File: src/rtl/cpu_clk_seq.sv
// Clock/reset sequencer for the 6502 core: divided CPU clock, power-on reset
// sequence, free-run / burst / single-step modes and a completed-cycle counter.
module cpu_clk_seq #(
    parameter int DIV_W   = 24,
    parameter int CNT_W   = 32,
    parameter int START   = 100,
    parameter int RST_CYC = 2
) (
    input  logic             CLK,
    input  logic             R,
    input  logic [DIV_W-1:0] div,
    input  logic             run,
    input  logic             go,
    input  logic             step,
    input  logic [CNT_W-1:0] burst_len,
    output logic             cpu_clk,
    output logic             cpu_res,
    output logic             cpu_clk_rise,
    output logic             cpu_clk_fall,
    output logic             busy,
    output logic             done,
    output logic [CNT_W-1:0] cyc_count
);

    localparam logic [31:0] HOLD_LAST = (START > 0) ? 32'(START - 1) : 32'd0;
    localparam logic [31:0] RST_LAST  = (RST_CYC > 0) ? 32'(RST_CYC - 1) : 32'd0;

    typedef enum logic [2:0] {HOLD, RST_CLK, IDLE, RUN, BURST, STEP} state_t;

    state_t           state, state_n;
    logic [DIV_W-1:0] ph_cnt, ph_cnt_n, div_q, div_q_n, div_eff;
    logic [31:0]      hold_cnt, hold_cnt_n, rst_cnt, rst_cnt_n;
    logic [CNT_W-1:0] remaining, remaining_n, cyc_n;
    logic             clk_n, res_n, rise_n, fall_n, done_n;
    logic             running, phase_end, completion;

    always_ff @(posedge CLK) begin
        if (!R) begin
            state        <= HOLD;
            ph_cnt       <= '0;
            div_q        <= '0;
            hold_cnt     <= '0;
            rst_cnt      <= '0;
            remaining    <= '0;
            cyc_count    <= '0;
            cpu_clk      <= 1'b0;
            cpu_res      <= 1'b1;
            cpu_clk_rise <= 1'b0;
            cpu_clk_fall <= 1'b0;
            done         <= 1'b0;
        end else begin
            state        <= state_n;
            ph_cnt       <= ph_cnt_n;
            div_q        <= div_q_n;
            hold_cnt     <= hold_cnt_n;
            rst_cnt      <= rst_cnt_n;
            remaining    <= remaining_n;
            cyc_count    <= cyc_n;
            cpu_clk      <= clk_n;
            cpu_res      <= res_n;
            cpu_clk_rise <= rise_n;
            cpu_clk_fall <= fall_n;
            done         <= done_n;
        end
    end

    always_comb begin
        state_n     = state;
        ph_cnt_n    = ph_cnt;
        div_q_n     = div_q;
        hold_cnt_n  = hold_cnt;
        rst_cnt_n   = rst_cnt;
        remaining_n = remaining;
        cyc_n       = cyc_count;
        clk_n       = cpu_clk;
        res_n       = cpu_res;
        rise_n      = 1'b0;
        fall_n      = 1'b0;
        done_n      = 1'b0;

        running    = (state == RST_CLK) || (state == RUN) || (state == BURST) || (state == STEP);
        // div is only looked at on the first CLK of a phase; later CLKs use the held copy
        div_eff    = (ph_cnt == '0) ? div : div_q;
        phase_end  = running && (ph_cnt == div_eff);
        completion = phase_end && cpu_clk;

        if (running) begin
            div_q_n = div_eff;
            if (phase_end) begin
                ph_cnt_n = '0;
                clk_n    = ~cpu_clk;
                rise_n   = ~cpu_clk;
                fall_n   = cpu_clk;
            end else begin
                ph_cnt_n = ph_cnt + DIV_W'(1);
            end
        end

        if (completion && (state != RST_CLK))
            cyc_n = cyc_count + CNT_W'(1);

        unique case (state)
            HOLD: begin
                hold_cnt_n = hold_cnt + 32'd1;
                if (hold_cnt >= HOLD_LAST) begin
                    ph_cnt_n  = '0;
                    rst_cnt_n = '0;
                    if (RST_CYC == 0) begin
                        res_n   = 1'b0;
                        state_n = IDLE;
                    end else begin
                        state_n = RST_CLK;
                    end
                end
            end
            RST_CLK: begin
                if (completion) begin
                    if (rst_cnt == RST_LAST) begin
                        res_n   = 1'b0;
                        state_n = IDLE;
                    end else begin
                        rst_cnt_n = rst_cnt + 32'd1;
                    end
                end
            end
            IDLE: begin
                clk_n    = 1'b0;
                ph_cnt_n = '0;
                if (run) begin
                    state_n = RUN;
                end else if (go && (burst_len != '0)) begin
                    state_n     = BURST;
                    remaining_n = burst_len;
                end else if (go) begin
                    done_n = 1'b1;
                end else if (step) begin
                    state_n     = STEP;
                    remaining_n = CNT_W'(1);
                end
            end
            RUN: begin
                if (completion && !run)
                    state_n = IDLE;
            end
            BURST, STEP: begin
                if (completion) begin
                    remaining_n = remaining - CNT_W'(1);
                    if (remaining == CNT_W'(1)) begin
                        done_n  = 1'b1;
                        state_n = IDLE;
                    end
                end
            end
            default: state_n = HOLD;
        endcase
    end

    always_comb begin
        busy = (state != IDLE);
    end

endmodule

File: config.mk
export PLATFORM = sky130hd
export DESIGN_NAME = cpu_clk_seq
export DESIGN_NICKNAME = d
export VERILOG_FILES = /design/src/rtl/cpu_clk_seq.sv
export SDC_FILE = /design/constraint.sdc
export NUM_CORES = 1
export LEC_CHECK = 0
export BUFFER_PORTS_ARGS = -buffer_cell sky130_fd_sc_hd__buf_4
export CAP_MARGIN = 20
export CELL_PAD_IN_SITES_DETAIL_PLACEMENT = 1
export CELL_PAD_IN_SITES_GLOBAL_PLACEMENT = 1
export CORE_MARGIN = 5
export CORE_UTILIZATION = 40
export CTS_BUF_LIST = sky130_fd_sc_hd__clkbuf_16
export DETAILED_ROUTE_END_ITERATION = 16
export PLACE_DENSITY_LB_ADDON = 0.1
export SYNTH_ARGS = -nofsm -noshare
export SYNTH_HDL_FRONTEND = slang
export SYNTH_SLANG_ARGS = --single-unit
File: constraint.sdc
create_clock -name CLK -period 3.9 [get_ports CLK]
set_input_delay 0.78 -clock CLK [delete_from_list [all_inputs] [get_ports CLK]]
set_output_delay 0.78 -clock CLK [all_outputs]
set_load 0.1 [all_outputs]
Yosys cells after proc, flatten, opt, wreduce, memory -nomap -nowiden
Cells that the tools add are included. W data, S select, Z words.

Multiply operators: 0. Reduce and logical (&&, ||, !) cells: 22. $lt $le $gt $ge: 1. Shift operators: 0. Equal/unequal tests: 22. Muxes and demuxes: 32. Div/mod/pow operators: 0. Bitwise gates (word level): 2. Add/subtract/negate cells: 5.

Operators by type and width (count): $mux W32 (8); $pmux W32 S2 (2); $add A32 B1 Y32 const B (3); $mux W24 (4); $eq A32 B1 Y1 const B (2); $pmux W24 S2 (1); $ge A32 B7 Y1 const B (1); $reduce_bool A32 Y1 (1); $sub A32 B1 Y32 const B (1); $mux W3 (10); $add A24 B1 Y24 const B (1); $eq A24 B24 Y1 (1); $logic_not A24 Y1 (1); $pmux W3 S5 (1); $ne A2 B2 Y1 const B (6); $ne A4 B4 Y1 const B (2); $reduce_and A8 Y1 (1); $eq A3 B2 Y1 const B (2); $eq A3 B3 Y1 const B (2); $ne A3 B3 Y1 const B (2); $reduce_and A3 Y1 (2); $logic_and A1 B1 Y1 (5); $mux W1 (5); $reduce_and A5 Y1 (1); 13 further kinds (19).

Input port bits: 61. Bits in read-only memories: 0. Bits in latches: 0. Logic and storage cells: 96. Memories kept: 0. Output and inout port bits: 38. Bits in writable memories: 0. Flip-flop bits (word level): 184.

Logic depth before layout (Yosys ltp)
Gate-level depths: netlist of the first run.

Word-level depth: 9. Mapped depth: 14.

Least setup slack after synthesis of the first run
Ideal clock, no wire load.

Path type: register -> register. Start point: reg cyc_count[4]. End point: reg cyc_count[27]. Library setup time: 0.128 ns. Required time: 3.772 ns. Stages on the path, launching flop included: 9. Period minus slack after synthesis: 3.115 ns. Path slack: 0.785 ns. Arrival: 2.988 ns. Cells stage by stage: dfxtp_1 -> nand4_1 -> nor4_1 -> nand3_1 -> or3_1 -> or2_2 -> nor4_1 -> xnor2_1 -> nor2_1.

Longest elaborated chain between the ends: 1.

Ends and longest elaborated chain: from (decl) (RTL line 22) `output logic [CNT_W-1:0] cyc_count`; from (signal assigned) (RTL line 58) `cyc_count <= cyc_n;`; $add A32 B1 Y32 (RTL line 100) `cyc_n = cyc_count + CNT_W'(1);`.

Every way passes these cells. A chain may end at the register's enable or synchronous reset.

Worst setup path after layout of the first run
Start point: reg ph_cnt[1]. End point: reg rst_cnt[31].

Longest elaborated chain between the ends: 7.

Ends and longest elaborated chain: from (decl) (RTL line 31) `logic [DIV_W-1:0] ph_cnt, ph_cnt_n, div_q, div_q_n, div_eff;`; from (signal assigned) (RTL line 53) `ph_cnt <= ph_cnt_n;`; $logic_not A24 Y1 (RTL line 83) `div_eff = (ph_cnt == '0) ? div : div_q;`; $mux W24 (RTL line 83); $eq A24 B24 Y1 * (RTL line 84) `phase_end = running && (ph_cnt == div_eff);`; $logic_and A1 B1 Y1 * (RTL line 84); $logic_and A1 B1 Y1 * (RTL line 85) `completion = phase_end && cpu_clk;`; $ne A2 B2 Y1 (no source line) *; $reduce_and A4 Y1 (no source line) *; to (signal assigned) (RTL line 56) `rst_cnt <= rst_cnt_n;`; to (decl) (RTL line 32) `logic [31:0] hold_cnt, hold_cnt_n, rst_cnt, rst_cnt_n;`.

Mark *: on every way between the ends. The rest lies on a longest branch, timed or not.

==> results of run 1 <==
## stage by stage
stage,instances,total power [µW],hold slack [ns],instance area [µm²]
2_1_floorplan,1264,2770,0.436,9870
3_3_place_gp,1637,3070,0.447,10900
3_5_place_dp,1637,3090,0.453,10900
4_1_cts,1669,4840,0.464,11500
5_1_grt,1670,5030,0.494,11500
6_report,1670,4800,0.460,11500
## cell families (layout without fill, tap and decap cells)
| logic type | after synthesis | count (layout) | synth area share (%) |
|---|---|---|---|
| and+or+nand+nor | 610 | 610 | 31.8 |
| AOI/OAI and AO/OA | 244 | 244 | 15.9 |
| DFF | 184 | 184 | 37.3 |
| buffers and inverters | 116 | 198 | 4.78 |
| xor gates and xnor gates | 91 | 91 | 8.08 |
| muxes | 11 | 11 | 1.12 |
| adders and majority gates | 8 | 8 | 1.01 |
## final timing paths
kind                   from           to  cells past startpoint
setup / recovery  ph_cnt[1]  rst_cnt[31]                     11
hold / removal    div_q[11]    div_q[11]                      2
setup reg to reg  ph_cnt[1]  rst_cnt[31]                     11
hold reg to reg   div_q[11]    div_q[11]                      2
## sequential cells by signal, summed over array words and instances, names as in the netlist
signal and cells:
cpu_clk 1, cpu_clk_fall 1, cpu_clk_rise 1, cpu_res 1, cyc_count 32, div_q 24
done 1, hold_cnt 32, ph_cnt 24, remaining 32, rst_cnt 32, state 3
## timing repair
item	in CTS	in global routing
gates resized for setup	0	2
setup endpoints to repair	0	27
setup buffers	0	1
## power by group
part | switching (µW) | internal, µW
Sequential | 86.1 | 1960
Clock | 838 | 907
Combinational | 674 | 337
## cells in the final DEF (no fill, tap or decap), types with 24 or more instances in the layout
master,synthesis,routed
or3_1,26,26
and3_1,24,24
o21ai_0,41,40
xor2_1,33,33
buf_4,0,117
nor3_1,54,54
o31ai_1,27,27
nand4_1,32,32
nor4_1,41,40
nor2_1,142,141
inv_1,47,47
xnor2_1,58,58
nand2_1,133,133
nand3_1,63,63
dfxtp_1,184,184
a21oi_1,101,101
or4_1,26,26
## worst max-delay path, cell delays in order, from the launching register on
cell and delay [ns]:
dfxtp_1 0.37, inv_1 0.12, ha_1 0.19, nor4b_4 0.27
nand4_4 0.20, nor2_4 0.29, mux2i_1 0.18, nor4b_4 0.48
nand3_1 0.20, o21a_4 0.41, or4_1 0.57, a21oi_1 0.17
## final cells by class
class / instances / area share (%)
clock buffers: 17 / 3.70
clock inverters: 15 / 1.38
flip-flops and latches: 184 / 32.1
repair buffers: 118 / 7.82
well taps: 324 / 3.53
inverters: 48 / 1.59
multi-input cells: 964 / 49.9
## layer usage
| layer | track usage [%] | share of wire (%) | vias up | wire (µm) |
|---|---|---|---|---|
| met5 | 0 | 0 | - | 0 |
| met4 | 4.09 | 0.89 | 0 | 266 |
| met3 | 3.91 | 4.3 | 18 | 1290 |
| met2 | 34.8 | 47 | 188 | 14100 |
| met1 | 29.0 | 48 | 4584 | 14300 |
| li1 | - | - | 4668 | - |
==> results_dict.tcl, run 1 <==
set metrics [dict create \
    status "finished clean" \
    cp-end-kind "flop" \
    drc_errors 0 \
    utilization_pct 47.2 \
    p_leak_uw 0.00408 \
    coreArea_mm2 0.0243 \
    avgViaCountPerCell 5.66 \
    hold_class "reg -> reg" \
    vias 9458 \
    cts_buffers 17 \
    synth_nets 1333 \
    cts-root-buf "clkbuf_16" \
    path_class "reg -> reg" \
    syn_to_final_growth_pct 16.4 \
    cp-start-kind "flop" \
    setup_tns_ns 0 \
    tightestPinTransition_ns 0.963 \
    required_ns 4.26 \
    synth-main-ff-cell "dfxtp_1" \
    dr.pass1.iters 5 \
    ctsHoldBuffers 0 \
    die-area_mm2 0.0279 \
    path_max_fanout 60 \
    worst_slack_ns 0.364 \
    final_nets 1402 \
    setup_viol 0 \
    synth_commonest_cells "184 x dfxtp_1, 142 x nor2_1, 133 x nand2_1" \
    ys_ff_latch 184 \
    cts_max_level 4 \
    synth.largest_area_cell "dfxtp_1" \
    ys_warn_count 0 \
    globalplace.congestion 0.833 \
    io_buffers 98 \
    placementRows 57 \
    cts_buffer_depth 2 \
    finalMaxSlewViolations 0 \
    grt_pass1_wl_um 49500 \
    async_flop_share_pct 0 \
    dp_slack_ns 0.157 \
    routed_wl_um 29900 \
    synth_area_leaders "dfxtp_1 37%, nor2_1 5.4%, xnor2_1 5.1%" \
    fillers 2976 \
    die_w_um 167 \
    yosysMostFrequentCell "dfxtp_1" \
    synth_top_area_share_pct 37.3 \
    drive_gt1_share_pct 12.9 \
    synth_area_per_cell_um2 7.81 \
    maxSlewHeadroom_pct 35.7 \
    fin_crit_sh_pct 90.7 \
    grt_antenna_before_repair 0 \
    syn_inst 1264 \
    ioPinCount 99 \
    grt_overflow 0 \
    multi_input_area_mm2 0.00573 \
    diodes 0 \
    synth_edf_count 0 \
    power_density_mw_per_mm2 418 \
    wl_per_cell_um 17.9 \
    drt_iter0_drc 452 \
    finalHoldViolations 0 \
    tritoncts "done" \
    drv_cap 0 \
    grt_usage_pct 21.1 \
    reg2reg_slack_ns 0.36 \
    insertion_delay_ns 0.44 \
    path_clk_slew_ns 0.07 \
    max_clock_freq_ghz 0.283 \
    layout_min_cycle_time_ns 3.54 \
    grt_pass1_vias 9449 \
    final_antenna_net_count 0 \
    seq_area_mm2 0.00368 \
    dp.final_hpwl_um 21100 \
    vdd_ir_drop_max_mv 0.225 \
    rsz0062_at_grt "false" \
    synth_seq_area_share_pct 37.3 \
    cts_sinks 184 \
    grt_max_degree 72 \
    die_h_um 167 \
    synth_cell_type_count 72 \
    finalClockSkew_ns 0.0159 \
    start_util_pct 40.6 \
    syn_area_mm2 0.00987 \
    cp_data_arrival_time_ns 3.89 \
]
(Power assumes the default switching activity.)
==> run 2, diff against run 1 <==
--- a/config.mk
+++ b/config.mk
@@ -9,7 +9,6 @@
 export CAP_MARGIN = 20
 export CELL_PAD_IN_SITES_DETAIL_PLACEMENT = 1
 export CELL_PAD_IN_SITES_GLOBAL_PLACEMENT = 1
-export CORE_MARGIN = 5
 export CORE_UTILIZATION = 40
 export CTS_BUF_LIST = sky130_fd_sc_hd__clkbuf_16
 export DETAILED_ROUTE_END_ITERATION = 16
==> results_dict.tcl, run 2 (synthesis results as in run 1) <==
set metrics [dict create \
    power_density_mw_per_mm2 417 \
    final_antenna_net_count 0 \
    cts_sinks 184 \
    globalplace.congestion 0.841 \
    finalHoldViolations 0 \
    final_common_cell "dfxtp_1" \
    layout_common_cells "184 x dfxtp_1, 141 x nor2_1, 133 x nand2_1" \
    maxSlewHeadroom_pct 34.6 \
    seq_area_mm2 0.00368 \
    final_cells 1671 \
    avgViaCountPerCell 5.67 \
    layout_min_cycle_time_ns 3.60 \
    grt_util_met2_pct 38.8 \
    drc_errors 0 \
    cp_data_arrival_time_ns 3.97 \
    coreArea_mm2 0.0242 \
    grt_overflow 0 \
    hold_path_depth 2 \
    vdd_ir_drop_max_mv 0.203 \
    path_class "reg -> reg" \
    required_ns 4.27 \
    max_clock_freq_ghz 0.278 \
    cpMostUsedCell "buf_4" \
    busiest_layer "met2" \
    cp_cell_sequence "nor4_1 -> nand2_1 -> nor2_4 -> buf_4 -> mux2i_1 -> o2111a_1 -> nand4_4 -> buf_4 -> or2_1 -> or3_1 -> a21oi_1" \
    grt_pass1_wl_um 49900 \
    grt_pass1_vias 9576 \
    drive_gt1_share_pct 12.9 \
    drt_iter0_drc 426 \
    fin_crit_sh_pct 92.3 \
    wl_per_cell_um 18.0 \
    grt_antenna_before_repair 0 \
    die-area_mm2 0.0253 \
    slowest_delay_ns 0.45 \
    grt_max_degree 78 \
    insertion_delay_ns 0.44 \
    final_nets 1403 \
    dp.final_hpwl_um 20800 \
    path_max_fanout 26 \
    tightestPinTransition_ns 0.978 \
    status "finished clean" \
    r2r.worst_path.cells 11 \
    start_util_pct 40.7 \
    die_h_um 159 \
    ioPinCount 99 \
    use_met3_pct 4.43 \
    multi_input_area_mm2 0.00574 \
    diodes 0 \
    p_leak_uw 0.00407 \
    ctsHoldBuffers 0 \
    finalMaxSlewViolations 0 \
    dr.pass1.iters 5 \
    cts_buffer_depth 2 \
    hold_path_end "div_q[11]" \
    vias 9474 \
    die_w_um 159 \
    r2r_start "ph_cnt[5]" \
    syn_to_final_growth_pct 16.3 \
    path_clk_slew_ns 0.08 \
    dp.cells 1634 \
    fillers 2967 \
    cp_slowest_cell "nor4_1" \
    io_buffers 98 \
    cts_max_level 4 \
    finalClockSkew_ns 0.0187 \
    drv_cap 0 \
    reg2reg_slack_ns 0.30 \
    r2r_end "cyc_count[25]" \
    grt_usage_pct 24.0 \
    placementRows 57 \
    hp-start "div_q[11]" \
    cp-end-kind "flop" \
    routed_wl_um 30000 \
    tritoncts "done" \
    cts-root-buf "clkbuf_16" \
    cp-start-kind "flop" \
    setup_viol 0 \
    hold_class "reg -> reg" \
    utilization_pct 47.3 \
    use_met1_pct 32.4 \
    cts_buffers 17 \
]
[run 2: worst max-delay path, delay by kind of cell, from the launching register on]
kind                   cells  cell delay [ns]
muxes                      1             0.29
DFF                        1             0.36
buffers and inverters      2             0.44
AOI/OAI and AO/OA          2             0.42
and+or+nand+nor            6             2.00
[run 2: metrics by stage]
step	TNS, ns	instance area, µm²	total power [µW]	hold slack [ns]	setup WS [ns]
6_report	0	11500	4780	0.462	0.301
5_1_grt	-0.0131	11500	5020	0.482	-0.00805
4_1_cts	0	11400	4790	0.465	0.0347
3_5_place_dp	-0.00975	10900	3080	0.453	-0.00975
3_3_place_gp	0	10900	3060	0.446	0.223
2_1_floorplan	0	9870	2770	0.436	0.785
[run 2: per-layer routing]
metal	vias to the layer above	share of wire (%)
met2	143	46
met4	0	2.0
met3	39	3.8
met1	4627	49
met5	-	0
li1	4665	-
[run 2: timing repair]
| item | 4_1_cts | 5_1_grt |
|---|---|---|
| setup endpoints to repair | 1 | 40 |
| buffers inserted | 0 | 5 |
| resized for setup | 1 | 2 |
| pin swaps | 0 | 1 |
[run 2: area by class of cell]
type                            count  area share [%]
Multi-Input combinational cell    964            50.0
Timing Repair Buffer              119            7.89
Tap cell                          324            3.53
Inverter                           48            1.59
Clock inverter                     15            1.18
Sequential cell                   184            32.1
Clock buffer                       17            3.71
[run 2: power by group]
part	leakage [µW]	switching [µW]	internal, µW	total, µW
Combinational	0.00231	677	351	1030
Sequential	0.00148	87.8	1960	2050
Clock	0.000276	860	844	1700
[run 2: how the worst max path moves through the flow]
stage                 start       endpoint  slack, ns
3_3_place_gp      ph_cnt[5]  cyc_count[21]       0.22
4_1_cts           ph_cnt[5]  cyc_count[25]       0.03
3_5_place_dp      ph_cnt[5]  cyc_count[21]      -0.01
6_report          ph_cnt[5]  cyc_count[25]       0.30
2_1_floorplan  cyc_count[4]  cyc_count[27]       0.78
5_1_grt           ph_cnt[5]   remaining[6]     -0.008
